--- src/rtl/sema_pkg.sv ---
// Shared definitions for the hardware semaphore unit: sizes, FSM states
// and the per-core operation encoding.
package sema_pkg;

    localparam int N_CORE    = 2;
    localparam int N_SEMA    = 16;
    localparam int SEMA_ID_W = 4;

    typedef enum logic [1:0] {
        ST_IDLE  = 2'd0,
        ST_SERVE = 2'd1,
        ST_RESP  = 2'd2
    } sema_fsm_e;

    localparam logic OP_TAS = 1'b0;
    localparam logic OP_REL = 1'b1;

endpackage

--- src/rtl/sema_rr_arbiter.sv ---
// Two-requester round-robin arbiter with a 1-bit priority pointer that only
// moves when both cores contend and a grant is actually taken.
module sema_rr_arbiter (
    input  logic       clk,
    input  logic       rst,
    input  logic [1:0] req,
    input  logic       advance,
    output logic [1:0] grant
);

    logic ptr_reg;
    logic ptr_next;

    always_comb begin
        grant    = req;
        ptr_next = ptr_reg;
        if (req == 2'b11) begin
            grant = ptr_reg ? 2'b10 : 2'b01;
            // Hand priority to the core that just lost.
            if (advance) begin
                ptr_next = ~ptr_reg;
            end
        end
    end

    always_ff @(posedge clk or posedge rst) begin
        if (rst) begin
            ptr_reg <= 1'b0;
        end else begin
            ptr_reg <= ptr_next;
        end
    end

endmodule

--- src/rtl/sema_unit.sv ---
// Shared test-and-set / release semaphore block for two cores. One op is in
// flight at a time: IDLE grants and latches, SERVE updates, RESP acknowledges.
module sema_unit #(
    parameter int N_CORE = 2,
    parameter int N_SEMA = 16
) (
    input  logic                                  clk,
    input  logic                                  rst,
    input  logic [N_CORE-1:0]                     sema_req,
    input  logic [N_CORE-1:0]                     sema_we,
    input  logic [N_CORE*sema_pkg::SEMA_ID_W-1:0] sema_id,
    output logic [N_CORE-1:0]                     sema_ack,
    output logic [N_CORE-1:0]                     sema_read_performed,
    output logic [N_CORE-1:0]                     sema_writeback,
    output logic [N_CORE-1:0]                     sema_err,
    output logic [N_SEMA-1:0]                     sema_state
);

    import sema_pkg::*;

    sema_fsm_e state_reg;
    sema_fsm_e state_next;

    logic [N_CORE-1:0]    grant;
    logic                 grant_idx;
    logic                 advance;
    logic                 serve;

    logic                 gnt_core_reg;
    logic                 op_reg;
    logic [SEMA_ID_W-1:0] id_reg;
    logic [N_CORE-1:0]    gnt_vec;

    logic [N_SEMA-1:0]    bits_reg;
    logic [N_SEMA-1:0]    bits_next;
    logic [N_SEMA-1:0]    owner_reg;
    logic [N_SEMA-1:0]    owner_next;
    logic                 old_bit;
    logic                 rel_ok;

    logic [N_CORE-1:0]    ack_reg;
    logic [N_CORE-1:0]    rd_reg;
    logic [N_CORE-1:0]    wb_reg;
    logic [N_CORE-1:0]    err_reg;

    assign advance   = (state_reg == ST_IDLE) && (|sema_req);
    assign serve     = (state_reg == ST_SERVE);
    assign grant_idx = grant[1];

    sema_rr_arbiter u_arb (
        .clk     (clk),
        .rst     (rst),
        .req     (sema_req),
        .advance (advance),
        .grant   (grant)
    );

    always_comb begin
        state_next = state_reg;
        unique case (state_reg)
            ST_IDLE:  if (|sema_req) state_next = ST_SERVE;
            ST_SERVE: state_next = ST_RESP;
            ST_RESP:  state_next = ST_IDLE;
            default:  state_next = ST_IDLE;
        endcase
    end

    always_ff @(posedge clk or posedge rst) begin
        if (rst) begin
            state_reg <= ST_IDLE;
        end else begin
            state_reg <= state_next;
        end
    end

    // The op is captured at grant so later changes on we/id are ignored.
    always_ff @(posedge clk or posedge rst) begin
        if (rst) begin
            gnt_core_reg <= 1'b0;
            op_reg       <= OP_TAS;
            id_reg       <= '0;
        end else if (advance) begin
            gnt_core_reg <= grant_idx;
            op_reg       <= sema_we[grant_idx];
            id_reg       <= sema_id[32'(grant_idx) * SEMA_ID_W +: SEMA_ID_W];
        end
    end

    assign old_bit = bits_reg[id_reg];
    assign rel_ok  = old_bit && (owner_reg[id_reg] == gnt_core_reg);

    genvar gi;
    generate
        for (gi = 0; gi < N_SEMA; gi++) begin : g_sema
            logic hit;
            assign hit = serve && (id_reg == SEMA_ID_W'(gi));
            assign bits_next[gi] = !hit               ? bits_reg[gi] :
                                   (op_reg == OP_TAS) ? 1'b1 :
                                   rel_ok             ? 1'b0 : bits_reg[gi];
            // Ownership is only taken by the TAS that finds the bit free.
            assign owner_next[gi] = (hit && (op_reg == OP_TAS) && !bits_reg[gi]) ?
                                    gnt_core_reg : owner_reg[gi];
        end

        for (gi = 0; gi < N_CORE; gi++) begin : g_core
            assign gnt_vec[gi] = (gnt_core_reg == 1'(gi));
        end
    endgenerate

    always_ff @(posedge clk or posedge rst) begin
        if (rst) begin
            bits_reg  <= '0;
            owner_reg <= '0;
        end else begin
            bits_reg  <= bits_next;
            owner_reg <= owner_next;
        end
    end

    // Responses are registered on the SERVE edge, so they are high exactly in RESP.
    always_ff @(posedge clk or posedge rst) begin
        if (rst) begin
            ack_reg <= '0;
            rd_reg  <= '0;
            wb_reg  <= '0;
            err_reg <= '0;
        end else begin
            ack_reg <= serve ? gnt_vec : '0;
            rd_reg  <= (serve && (op_reg == OP_TAS)) ? gnt_vec : '0;
            wb_reg  <= (serve && old_bit) ? gnt_vec : '0;
            err_reg <= (serve && (op_reg == OP_REL) && !rel_ok) ? gnt_vec : '0;
        end
    end

    assign sema_ack            = ack_reg;
    assign sema_read_performed = rd_reg;
    assign sema_writeback      = wb_reg;
    assign sema_err            = err_reg;
    assign sema_state          = bits_reg;

endmodule

--- config.mk ---
export PLATFORM = sky130hd
export DESIGN_NAME = sema_unit
export DESIGN_NICKNAME = d
export VERILOG_FILES = /design/src/rtl/sema_pkg.sv /design/src/rtl/sema_rr_arbiter.sv /design/src/rtl/sema_unit.sv
export SDC_FILE = /design/constraint.sdc
export NUM_CORES = 1
export LEC_CHECK = 0
export CORE_UTILIZATION = 60
export CTS_BUF_LIST = sky130_fd_sc_hd__clkbuf_4 sky130_fd_sc_hd__clkbuf_8
export DETAILED_ROUTE_END_ITERATION = 10
export PLACE_DENSITY = 0.89
export SLEW_MARGIN = 10
export SYNTH_ARGS = -nofsm -noshare
export SYNTH_HDL_FRONTEND = slang
export SYNTH_SLANG_ARGS = --single-unit
export TNS_END_PERCENT = 50
--- constraint.sdc ---
create_clock -name clk -period 3.21 [get_ports clk]
set_input_delay 0.4815 -clock clk [delete_from_list [all_inputs] [get_ports clk]]
set_output_delay 0.4815 -clock clk [all_outputs]
set_load 0.005 [all_outputs]
==> results of run 1 <==
==> final cells by class <==
type                            instances  area share
Multi-Input combinational cell        152       0.383
Clock inverter                          1     0.00174
Sequential cell                        49       0.426
Tap cell                               48      0.0209
Clock buffer                            7      0.0335
Timing Repair Buffer                   37       0.129
Inverter                                4     0.00522
==> worst register-to-register path: cells and delay by family (launching register included) <==
| kind | cells | cell delay, ns |
|---|---|---|
| DFF | 1 | 0.88 |
| xor gates and xnor gates | 1 | 0.67 |
| muxes | 3 | 0.67 |
| AOI/OAI and AO/OA | 1 | 0.26 |
==> power groups by stage <==
stage | Sequential [mW] | Clock (mW) | Combinational (mW)
global placement | 1.20 | 0 | 1.10
global route | 1.24 | 0.423 | 1.26
floorplan | 1.00 | 0 | 0.935
detailed placement | 1.20 | 0 | 1.14
CTS | 1.19 | 0.396 | 1.15
finish | 1.20 | 0.392 | 1.16
==> routing by layer <==
metal | share of wire | GRT usage
met1 | 0.40 | 0.370
met2 | 0.47 | 0.454
met3 | 0.094 | 0.0920
met4 | 0.028 | 0.111
met5 | 0 | 0
==> metrics by stage <==
step / hold WS [ns] / instances / power, mW / utilization
floorplan: 0.446 / 222 / 1.94 / -
global placement: 0.461 / 290 / 2.30 / 0.736
detailed placement: 0.474 / 290 / 2.34 / 0.736
CTS: 0.495 / 298 / 2.74 / 0.762
global route: 0.504 / 298 / 2.93 / 0.762
finish: 0.495 / 298 / 2.75 / 0.762
==> layout by cell type, fill, tap and decap left out, types with 3 or more instances in the layout <==
cell type	instances
and3_1	4
mux4_2	6
nand2b_1	4
nand3_1	4
mux2_1	16
nor2_1	31
a21oi_1	18
clkbuf_8	7
nor3_1	19
inv_2	3
dfrtp_1	49
a41oi_1	13
clkdlybuf4s50_1	37
mux2i_1	14
and2_1	4
nand2_1	6
==> path summary, 6_finish.rpt <==
check | slack, ns | start | cells past startpoint | to
hold reg to reg | 0.49 | owner_reg[11] | 1 | owner_reg[11]
max in group asynchronous | 1.87 | rst | 2 | id_reg[3]
min in group asynchronous | 0.74 | rst | 2 | sema_err[0]
hold / removal | 0.49 | owner_reg[11] | 1 | owner_reg[11]
setup reg to reg | 0.56 | id_reg[1] | 5 | sema_state[15]
setup / recovery | 0.56 | id_reg[1] | 5 | sema_state[15]
==> kinds of logic (layout without fill, tap and decap cells) <==
kind of cell | after synthesis | after routing | share of synthesized area
AO/OA/AOI/OAI | 34 | 34 | 0.0924
AND/OR/NAND/NOR | 79 | 79 | 0.155
buffers and inverters | 21 | 49 | 0.0392
flip-flops | 49 | 49 | 0.506
XOR/XNOR | 2 | 2 | 0.0103
multiplexers | 37 | 37 | 0.197
==> reports/summary.txt, run 1 <==
Outcome - finished clean
Area growth syn-to-layout - 18.6%
Unrepaired setup endpoints after global routing - false
Area leader, netlist - dfrtp_1
Maximum clock frequency - 378 MHz
CTS Sinks - 49
Drt wl/cell - 18.1 microns
Vias - 1,905
Post-synth cell types - 29
Clock share of power - 0.142
Int Power - 1.63 mW
Pin count of the biggest net entering global routing - 50
Post-synth EDFFs - 0
Slowest CP cell - dfrtp_1
Setup Fix Bufs, Post-CTS - 0
First-pass GRT wire length - 9000 microns
Critical-path cell list - mux2i_1 -> mux4_2 -> mux2i_4 -> xnor2_2 -> a41oi_1
Share of the synthesized area in the top cell type - 0.506
Combinational power share - 0.421
Req. time, crit path - 3.34 ns
Final period util - 0.824
Routed WL - 5390 microns
Top-count cell post-synth - dfrtp_1
Setup CP Type - reg -> reg
Total gr overflow - 0
HPWL after detailed placement - 3660 microns
# H-tree levels - 2
Pins over their slew limit - 0
Switching fraction of total power - 0.408
Post-Place Worst Slack - 0.655 ns
Worst vdd ir - 0.494 mV
Iter 0 DRT Violations - 179
PD cells - 958 mW/mm^2
DR pass1 iterations - 5
Vias per cell - 6.39
Ant. Diodes - 0
Placer's final routability congestion estimate - 0.926
Overall Global Routing Usage - 0.288
Storage element area - 0.00123 sq mm
Nets - 263
# setup viols final - 0
Die ar. - 0.00430 sq mm
Total CTS buffers - 5
Most used DFF post-synth - dfrtp_1
P_leak - 1.26 nW
Worst-path clk slew - 0.09 ns
Worst slew pin tran - 0.988 ns
Clock Latency Late Sink - 0.31 ns
Setup ws final - 0.564 ns
Core box area - 0.00377 sq mm
Post-synthesis cell count - 222
Tmin final - 2.65 ns
Post-synth top cells - dfrtp_1 (49), nor2_1 (31), nor3_1 (19)
Final instance area - 0.00288 sq mm
Syn_nets - 236
MaxCap Viol Count - 0
Resize count post-CTS - 0
FP Rows - 22
Clk root buf - clkbuf_8
Seq/Total Area, Yosys - 0.506
CP Max Fanout - 21
Hold crit path type - reg -> reg
Switching power - 1.12 mW
IO Count - 38
Slew headroom - 0.340
CP bufs+invs - 0
Async SR Flop Fraction - 1.00
Yosys warnings - 0
Vias in the first global route - 1,901
Synth Area per Inst - 10.9 sq um
Die Ht - 65.6 microns
Synth area leaders - dfrtp_1 (51%), mux2_1 (7.4%), mux2i_1 (5.8%)
Initial antenna violation count - 0
Crit-path max cell delay - 0.88 ns
Share of cells above drive strength 1 - 0.0760
Hold Buf Count CTS - 0
Critical Path End Type - flop
Port bufs - 37
Sequential Power Share - 0.437
CP Launch Type - flop
CP top delay family - flip-flops
CTS tree - yes
Layout Skew - 0.00557 ns
Yosys reg bits - 49
Die Wd - 65.6 microns
Placed cell areas - 0.00277 sq mm
Multi-input gate area - 0.00110 sq mm
Routed Antenna Nets - 0
CP arrival - 2.77 ns
Clk buf depth - 2
Syn Std Cell Area - 0.00242 sq mm
Final Hold Fails - 0
Setup_tns - 0 ns
Filler Cells Inserted - 258
DRC Markers - 0
Starting density of the core - 0.643
(Power assumes the default switching activity.)
==> run 2: changes to the inputs <==
CORE_UTILIZATION = 50   (was 60)
PLACE_DENSITY = 0.79   (was 0.89)
clock period = 2.2 ns   (was 3.21 ns; I/O delays follow)
==> run 2 against run 1 <==
Sequential power grew 34%; combinational power grew 72%; maximum frequency grew 28%; core utilization shrank 10 points; clock power grew 44%; register-to-register slack lost 0.44 ns; wire length shrank 1.7%.
==> reports/summary.txt, run 2 (synthesis results as in run 1) <==
Outcome - finished clean
Die Ht - 71.6 microns
Clk buf depth - 2
Placer's final routability congestion estimate - 0.895
Die ar. - 0.00513 sq mm
PD cells - 1400 mW/mm^2
CP Max Fanout - 21
Pin count of the biggest net entering global routing - 50
Routed WL - 5300 microns
Req. time, crit path - 2.36 ns
Final period util - 0.942
Placed cell areas - 0.00288 sq mm
Setup CP Type - reg -> reg
Worst slew pin tran - 0.481 ns
Starting density of the core - 0.538
Setup ws final - 0.127 ns
MaxCap Viol Count - 0
Area growth syn-to-layout - 23.0%
Pins over their slew limit - 0
Vias - 1,882
Share of cells above drive strength 1 - 0.112
DR pass1 iterations - 4
Setup_tns - 0 ns
Iter 0 DRT Violations - 140
Vias in the first global route - 1,864
Post-Place Worst Slack - 0.173 ns
CP Launch Type - flop
Dpl cells - 304
Commonest non-fill, non-tap cells in the layout - dfrtp_1 (49), clkdlybuf4s50_1 (37), nor2_1 (31)
Overall Global Routing Usage - 0.239
Ant. Diodes - 0
Layout Skew - 0.00703 ns
Total gr overflow - 0
Clock Latency Late Sink - 0.30 ns
Resize count post-CTS - 0
Drt wl/cell - 17.0 microns
Maximum clock frequency - 482 MHz
P_leak - 1.32 nW
Slew headroom - 0.678
Setup Fix Bufs, Post-CTS - 0
Clk root buf - clkbuf_8
Total CTS buffers - 5
Die Wd - 71.6 microns
# setup viols final - 0
Hold crit path type - in -> async
Final instance area - 0.00298 sq mm
Nets - 273
Routed Antenna Nets - 0
CP arrival - 2.23 ns
Vias per cell - 6.03
Reg-to-reg slack, setup - 0.13 ns
GR peak layer - met2
Filler Cells Inserted - 343
Worst vdd ir - 0.682 mV
Unrepaired setup endpoints after global routing - false
Final Hold Fails - 0
First-pass GRT wire length - 9350 microns
Tmin final - 2.07 ns
Met2 Use GR - 0.375
Grt met1 use - 0.336
GRT met3 Usage - 0.0605
Initial antenna violation count - 0
# H-tree levels - 2
DRC Markers - 0
Hold slack - 0.379 ns
IO Count - 38
CTS tree - yes
Worst-path clk slew - 0.09 ns
CTS Sinks - 49
Port bufs - 37
HPWL after detailed placement - 3740 microns
FP Rows - 24
Hold Buf Count CTS - 0
Finished Layout Cells - 312
Critical Path End Type - flop
Core box area - 0.00450 sq mm
Most common cell after layout, fill and taps aside - dfrtp_1
run 2: layout make-up:
class / instances / area (sq um) / area share
clock buffers: 7 / 96.3 / 0.0323
clock inverters: 1 / 5.00 / 0.00168
inverters: 4 / 15.0 / 0.00504
multi-input cells: 152 / 1100 / 0.370
flip-flops and latches: 49 / 1230 / 0.411
well taps: 52 / 65.1 / 0.0218
repair buffers: 47 / 470 / 0.158
run 2: per-layer routing:
layer | up-vias | share of wire
met5 | - | 0
met2 | 87 | 0.47
met4 | 0 | 0.013
li1 | 880 | -
met1 | 904 | 0.44
met3 | 11 | 0.075
run 2: worst max-delay path, cell delays in order (launching register included):
cell and delay, ns:
dfrtp_1 0.41, buf_12 0.17, mux2i_1 0.14, mux4_2 0.50, mux2i_4 0.17, xnor2_2 0.13
buf_4 0.24, a41oi_1 0.17
run 2: per-stage QoR:
step / total power [mW] / utilization
final: 4.17 / 0.662
after detailed placement: 3.59 / 0.639
after global routing: 4.48 / 0.662
after floorplan: 2.83 / -
after global placement: 3.54 / 0.639
after CTS: 4.17 / 0.662
run 2: power by group:
part	internal (mW)	leakage (nW)	switching [mW]
clock	0.284	0.0542	0.281
sequential	1.25	0.637	0.360
combinational	0.985	0.626	1.01
total	2.52	1.32	1.65
run 2: path summary, 6_finish.rpt:
check / from / to / depth (start not counted)
setup / recovery: id_reg[1] / sema_state[11] / 7
hold / removal: rst / sema_state[8] / 3
setup reg to reg: id_reg[1] / sema_state[11] / 7
hold reg to reg: u_arb.ptr_reg / u_arb.ptr_reg / 1
max in group asynchronous: rst / owner_reg[1] / 3
min in group clk: u_arb.ptr_reg / u_arb.ptr_reg / 1
==> run 3: changes to the inputs <==
GPL_ROUTABILITY_DRIVEN = 0   (was unset)
==> results of run 3 <==
The final DEF is identical to that of run 2; final timing and power are the same.
